**src/rtl/pulse_stretcher_pkg.sv**
```systemverilog
// Shared types and constants for the pulse stretcher and its tick prescaler.
package pulse_stretcher_pkg;

    typedef enum logic [1:0] {
        IDLE = 2'd0,
        HIGH = 2'd1,
        GAP  = 2'd2
    } state_t;

    function automatic int clog2(input int value);
        int r;
        r = 0;
        while ((1 << r) < value) r++;
        return (r < 1) ? 1 : r;
    endfunction

endpackage

```
**src/rtl/pulse_stretcher_tick_gen.sv**
```systemverilog
// Prescaler: one-cycle tick every DIV clocks, with a synchronous clear so
// callers can realign the tick phase to the start of an interval.
module tick_gen
    import pulse_stretcher_pkg::*;
#(
    parameter int DIV = 50000
) (
    input  logic clk,
    input  logic rst,
    input  logic clr,
    output logic tick
);

    localparam int CNT_W = clog2(DIV);
    localparam logic [CNT_W-1:0] TC = CNT_W'(DIV - 1);

    logic [CNT_W-1:0] count;

    always_ff @(posedge clk or negedge rst) begin
        if (!rst) begin
            count <= '0;
        end else if (clr || count == TC) begin
            count <= '0;
        end else begin
            count <= count + 1'b1;
        end
    end

    assign tick = (count == TC);

endmodule

```
**src/rtl/pulse_stretcher.sv**
```systemverilog
// Stretches single-cycle trigger strobes into fixed-width pulses with an
// enforced low gap, queueing triggers that arrive while busy.
// Optional PULSE_TOTAL_EN adds a 16-bit wrapping count of pulses started.
//
// state | meaning
// IDLE  | no pulse in progress, waiting for trig or a queued request
// HIGH  | out asserted for ON_TICKS ticks
// GAP   | out low for OFF_TICKS ticks before the next pulse may start
module pulse_stretcher
    import pulse_stretcher_pkg::*;
#(
    parameter int DIV       = 50000,
    parameter int ON_TICKS  = 10,
    parameter int OFF_TICKS = 5,
    parameter int PEND_W    = 3
) (
    input  logic              clk,
    input  logic              rst,
    input  logic              trig,
    output logic              out,
    output logic              busy,
    output logic [PEND_W-1:0] pend_cnt,
    output logic              overflow
`ifdef PULSE_TOTAL_EN
    ,
    output logic [15:0]       pulse_total
`endif
);

    localparam int TICK_MAX = (ON_TICKS > OFF_TICKS) ? ON_TICKS : OFF_TICKS;
    localparam int TICK_W   = clog2(TICK_MAX + 1);
    localparam logic [TICK_W-1:0] ON_LOAD  = TICK_W'(ON_TICKS);
    localparam logic [TICK_W-1:0] OFF_LOAD = TICK_W'(OFF_TICKS);
    localparam logic [TICK_W-1:0] TICK_ONE = TICK_W'(1);
    localparam logic [PEND_W-1:0] PEND_MAX = '1;

    state_t             state;
    state_t             state_next;
    logic [TICK_W-1:0]  tick_cnt;
    logic               tick;
    logic               last_tick;
    logic               state_enter;
    logic               pend_any;
    logic               queue_req;
    logic               dequeue;
    logic               out_next;

    assign last_tick   = tick && (tick_cnt == TICK_ONE);
    assign pend_any    = (pend_cnt != '0);
    assign state_enter = (state_next != state);

    tick_gen #(
        .DIV (DIV)
    ) u_tick_gen (
        .clk  (clk),
        .rst  (rst),
        .clr  (state_enter),
        .tick (tick)
    );

    always_ff @(posedge clk or negedge rst) begin
        if (!rst) begin
            state <= IDLE;
        end else begin
            state <= state_next;
        end
    end

    always_comb begin
        state_next = state;
        case (state)
            IDLE: begin
                if (trig || pend_any) state_next = HIGH;
            end
            HIGH: begin
                if (last_tick) state_next = GAP;
            end
            GAP: begin
                if (last_tick) state_next = pend_any ? HIGH : IDLE;
            end
            default: state_next = IDLE;
        endcase
    end

    always_comb begin
        busy     = (state != IDLE);
        out_next = (state_next == HIGH);
    end

    always_ff @(posedge clk or negedge rst) begin
        if (!rst) begin
            out <= 1'b0;
        end else begin
            out <= out_next;
        end
    end

    // Down-counter reloaded on every state entry; the interval ends on the tick
    // that finds it at one.
    always_ff @(posedge clk or negedge rst) begin
        if (!rst) begin
            tick_cnt <= '0;
        end else if (state_enter) begin
            case (state_next)
                HIGH:    tick_cnt <= ON_LOAD;
                GAP:     tick_cnt <= OFF_LOAD;
                default: tick_cnt <= '0;
            endcase
        end else if (tick && tick_cnt != '0) begin
            tick_cnt <= tick_cnt - 1'b1;
        end
    end

    // A trigger in IDLE with an empty queue starts a pulse directly; anything
    // else is queued. A simultaneous queue and dequeue leaves the count alone.
    assign queue_req = trig && !(state == IDLE && !pend_any);
    assign dequeue   = pend_any && ((state == IDLE) || (state == GAP && last_tick));

    always_ff @(posedge clk or negedge rst) begin
        if (!rst) begin
            pend_cnt <= '0;
            overflow <= 1'b0;
        end else if (queue_req && !dequeue) begin
            if (pend_cnt == PEND_MAX) begin
                overflow <= 1'b1;
            end else begin
                pend_cnt <= pend_cnt + 1'b1;
            end
        end else if (!queue_req && dequeue) begin
            pend_cnt <= pend_cnt - 1'b1;
        end
    end

`ifdef PULSE_TOTAL_EN
    always_ff @(posedge clk or negedge rst) begin
        if (!rst) begin
            pulse_total <= '0;
        end else if (state_enter && state_next == HIGH) begin
            pulse_total <= pulse_total + 16'd1;
        end
    end
`endif

endmodule

```
**config.mk**
```make
export PLATFORM = sky130hd
export DESIGN_NAME = pulse_stretcher
export DESIGN_NICKNAME = d
export VERILOG_FILES = /design/src/rtl/pulse_stretcher_pkg.sv /design/src/rtl/pulse_stretcher_tick_gen.sv /design/src/rtl/pulse_stretcher.sv
export SDC_FILE = /design/constraint.sdc
export NUM_CORES = 1
export LEC_CHECK = 0
export CAP_MARGIN = 10
export CORE_AREA = 2 2 59 61
export DETAILED_ROUTE_END_ITERATION = 8
export DIE_AREA = 0 0 61 63
export PLACE_DENSITY = 0.8
export SYNTH_ARGS = -nofsm -noshare
export SYNTH_HDL_FRONTEND = slang
export SYNTH_SLANG_ARGS = --single-unit
```
**constraint.sdc**
```tcl
create_clock -name clk -period 2.5 [get_ports clk]
set_clock_uncertainty 0.05 [all_clocks]
set_input_delay 0.5 -clock clk [delete_from_list [all_inputs] [get_ports clk]]
set_output_delay 0.5 -clock clk [all_outputs]
set_load 0.03 [all_outputs]
```
==> results.tsv <==
stage	metric	value	unit
status	run status	finished, final reports clean	
grt	initial antenna violation count	0	
detailed_routing	Post-Route WL	3.531	mm
pwr	Lkg Pwr	0.8345	nW
synthesis	synthesized area per cell	9.452	sq um
synthesis	Main synth FF type	dfrtp_1	
die	die area	3843	sq um
timing	Slew @ Worst Pin	583.0	ps
critical_path	CP endpoint kind	register	
critical_path	Register-to-Register Path Depth	10	
worst_hold_path	HP Start	overflow	
cells_and_area	ant diodes	0	
die	Die Wd	61	um
detailed_routing	starting DRC count in detailed routing	149	
job	Max Cap Viol	0	
clocking	CTS buffer count	3	
placed_design	Port Buffers	8	
synthesis	Post-Syn Nets	182	
synthesis	Async SR Flop Fraction	100.0	%
critical_path	worst path required time	2690	ps
detailed_routing	antenna violation net count after detailed routing	0	
critical_path	RR Endpoint	pend_cnt[2]	
grt	total congestion overflow	0	
clocking	clk_lat worst skew	330	ps
synthesis	Yosys reg bits	27	
critical_path	worst r2r src	u_tick_gen.count[0]	
critical_path	startpoint types	register	
clocking	hold buffer count at CTS	0	
synthesis	post-synthesis sequential area ratio	40.85	%
clocking	H-tree levels	1	
placed_design	Detail Placement HPWL	2.548	mm
timing	relative slew slack	60.84	%
detailed_routing	drt pass-1 iters	4	
placed_design	GP Congestion	0.8341	
timing	Slew Limit Fails	0	
synthesis	Unique masters post-synth	52	
detailed_routing	DR vias	1397	
timing	setup slack after layout	113.1	ps
detailed_routing	drt drc	0	
detailed_routing	vias per std cell	5.773	
timing	unrepaired setup endpoints after global routing	false	
critical_path	end point of the critical path	pend_cnt[2]	
pwr	pwr/cell area	678.4	nW/um^2
die	Die Height	63	um
pwr	IR drop worst, VDD	0.0003379	V
clocking	Max clock buf depth	2	
grt	pin count of the biggest net entering global routing	28	
synthesis	Mapped Area	1654	sq um
clocking	CTS tree	done	
clocking	clock sinks	27	
critical_path	Arrival @ worst endpoint	2580	ps
cells_and_area	synthesis-to-layout area growth	15.96	%
critical_path	Crit Path Max Fanout	3	
timing	Tmin final	2387	ps
worst_hold_path	Hold WC Path Type	reg -> reg	
cells_and_area	Final Core Density	59.35	%
pwr	Design Power	1.301	mW
critical_path	R2R Setup Slk	110	ps
clocking	clock-pin slew on the worst setup and hold paths	140	ps
synthesis	EDFF count, synth	0	
cells_and_area	fillers	268	
critical_path	CP startpoint	u_tick_gen.count[0]	
detailed_routing	wire per inst	14.59	um
grt	first-pass GRT wire length	5.782	mm
timing	final hold violation count	0	
timing	final setup fails	0	
placed_design	pre-CTS WS	-10.57	ps
synthesis	synthesis warning total	0	
clocking	clk root buf	clkbuf_4	
cells_and_area	layout cells sized above 1	21.43	%
die	Rows	21	
die	starting density of the core	51.18	%
die	Core ar.	3232	sq um
die	Ports	9	
timing	fmax	419.0	MHz
grt	vias in the first global route	1368	
timing	Final period util	95.47	%
critical_path	critical path class	reg -> reg	
synthesis	Post-Syn Instances	175	
cells_and_area	Layout Nets	204	
grt	GRT Overall Usage	19.23	%
==> layout by cell type (no fill, tap or decap), types with 2 or more instances in the layout <==
master	count
o21ai_0	6
xor2_1	2
and4bb_2	3
clkdlybuf4s50_1	8
a221oi_1	2
nand3_1	7
and4_1	2
buf_4	16
xnor2_1	10
nand2_1	10
or3_1	3
and3_1	5
nor2_1	24
a21oi_1	7
ha_1	2
a211oi_1	2
nor3_1	5
clkbuf_4	3
nand4_1	4
inv_1	10
a22oi_1	2
dfrtp_1	26
==> area by class of cell <==
type | count | area, sq um | share of cell area (%)
clock buffers | 4 | 26.28 | 1.370
multi-input cells | 130 | 915.9 | 47.75
well taps | 46 | 57.56 | 3.001
repair buffers | 24 | 200.2 | 10.44
flip-flops and latches | 27 | 676.9 | 35.29
inverters | 11 | 41.29 | 2.153
==> logic make-up after synthesis <==
group / Yosys count / share of synthesized area [%]
simple gates: 78 / 27.76
compound gates: 35 / 15.36
flops: 27 / 40.85
buf+inv: 18 / 5.598
xor+xnor: 12 / 6.354
fa+ha+maj: 4 / 3.480
mux: 1 / 0.6052
==> flip-flops by register name (all words and copies together) (netlist names) <==
register	flops
pend_cnt	3
out	1
u_tick_gen.count	16
tick_cnt	4
overflow	1
state	2
==> cells in the mapped netlist, drive strengths merged, types with 2 or more instances <==
cell type	n	area share, %
o21ai	7	2.3
a211oi	3	1.4
and3	6	2.3
clkbuf	2	0.45
and4bb	3	2.3
nand2	10	2.3
nand4	5	2.3
ha	3	2.3
buf	5	2.6
a221oi	3	2.0
inv	11	2.5
nor2	24	5.4
xor2	2	1.1
nor4b	2	2.0
dfrtp	27	41
a22oi	2	0.91
or3	3	1.1
and4	2	1.1
nor3	7	2.4
or2	2	0.76
nand3	8	2.7
a21oi	9	3.0
xnor2	10	5.3
==> metrics by stage <==
step | cell area, sq um | TNS, ps | hold slack [ps] | instances
2_1_floorplan | 1674 | 0 | 154.4 | 175
3_3_place_gp | 1837 | 0 | 395.2 | 233
3_5_place_dp | 1837 | -10.57 | 414.2 | 233
4_1_cts | 1863 | 0 | 433.1 | 237
5_1_grt | 1918 | 0 | 463.1 | 242
6_report | 1918 | 0 | 444.5 | 242
==> report_power, final <==
group / internal, mW / total [mW] / switching (mW) / leakage [nW]
combinational: 0.238 / 0.498 / 0.260 / 0.486
sequential: 0.518 / 0.610 / 0.0923 / 0.334
clock: 0.0627 / 0.192 / 0.130 / 0.0150
total: 0.819 / 1.30 / 0.482 / 0.835
==> critical path, cell delays in order (launching register included) <==
cell	delay, ps
dfrtp_1	420
ha_2	200
and3_1	190
and4_1	200
a21oi_4	160
inv_1	60
fa_1	380
inv_2	90
a211oi_2	50
a311o_1	320
and3_1	180
==> metal layers <==
layer  share of wire, %  GRT usage (%)  vias to the layer above
met3                2.9          2.277                        6
met4                1.3          8.424                        0
met5                  0              0                        -
li1                   -              -                      666
met1                 43          23.16                      685
met2                 52          33.20                       40
==> how the worst min path moves through the flow <==
stage	end	slack [ps]	depth (start not counted)
after floorplan	out	150	0
after global placement	u_tick_gen.count[0]	400	1
after detailed placement	u_tick_gen.count[0]	410	1
after CTS	u_tick_gen.count[0]	430	1
after global routing	overflow	460	1
final	overflow	440	1
==> timing repair <==
item | CTS | global route
resized for setup | 0 | 5
buffers inserted | 0 | 5
endpoints found under the setup margin | 0 | 1
(Power assumes the default switching activity.)
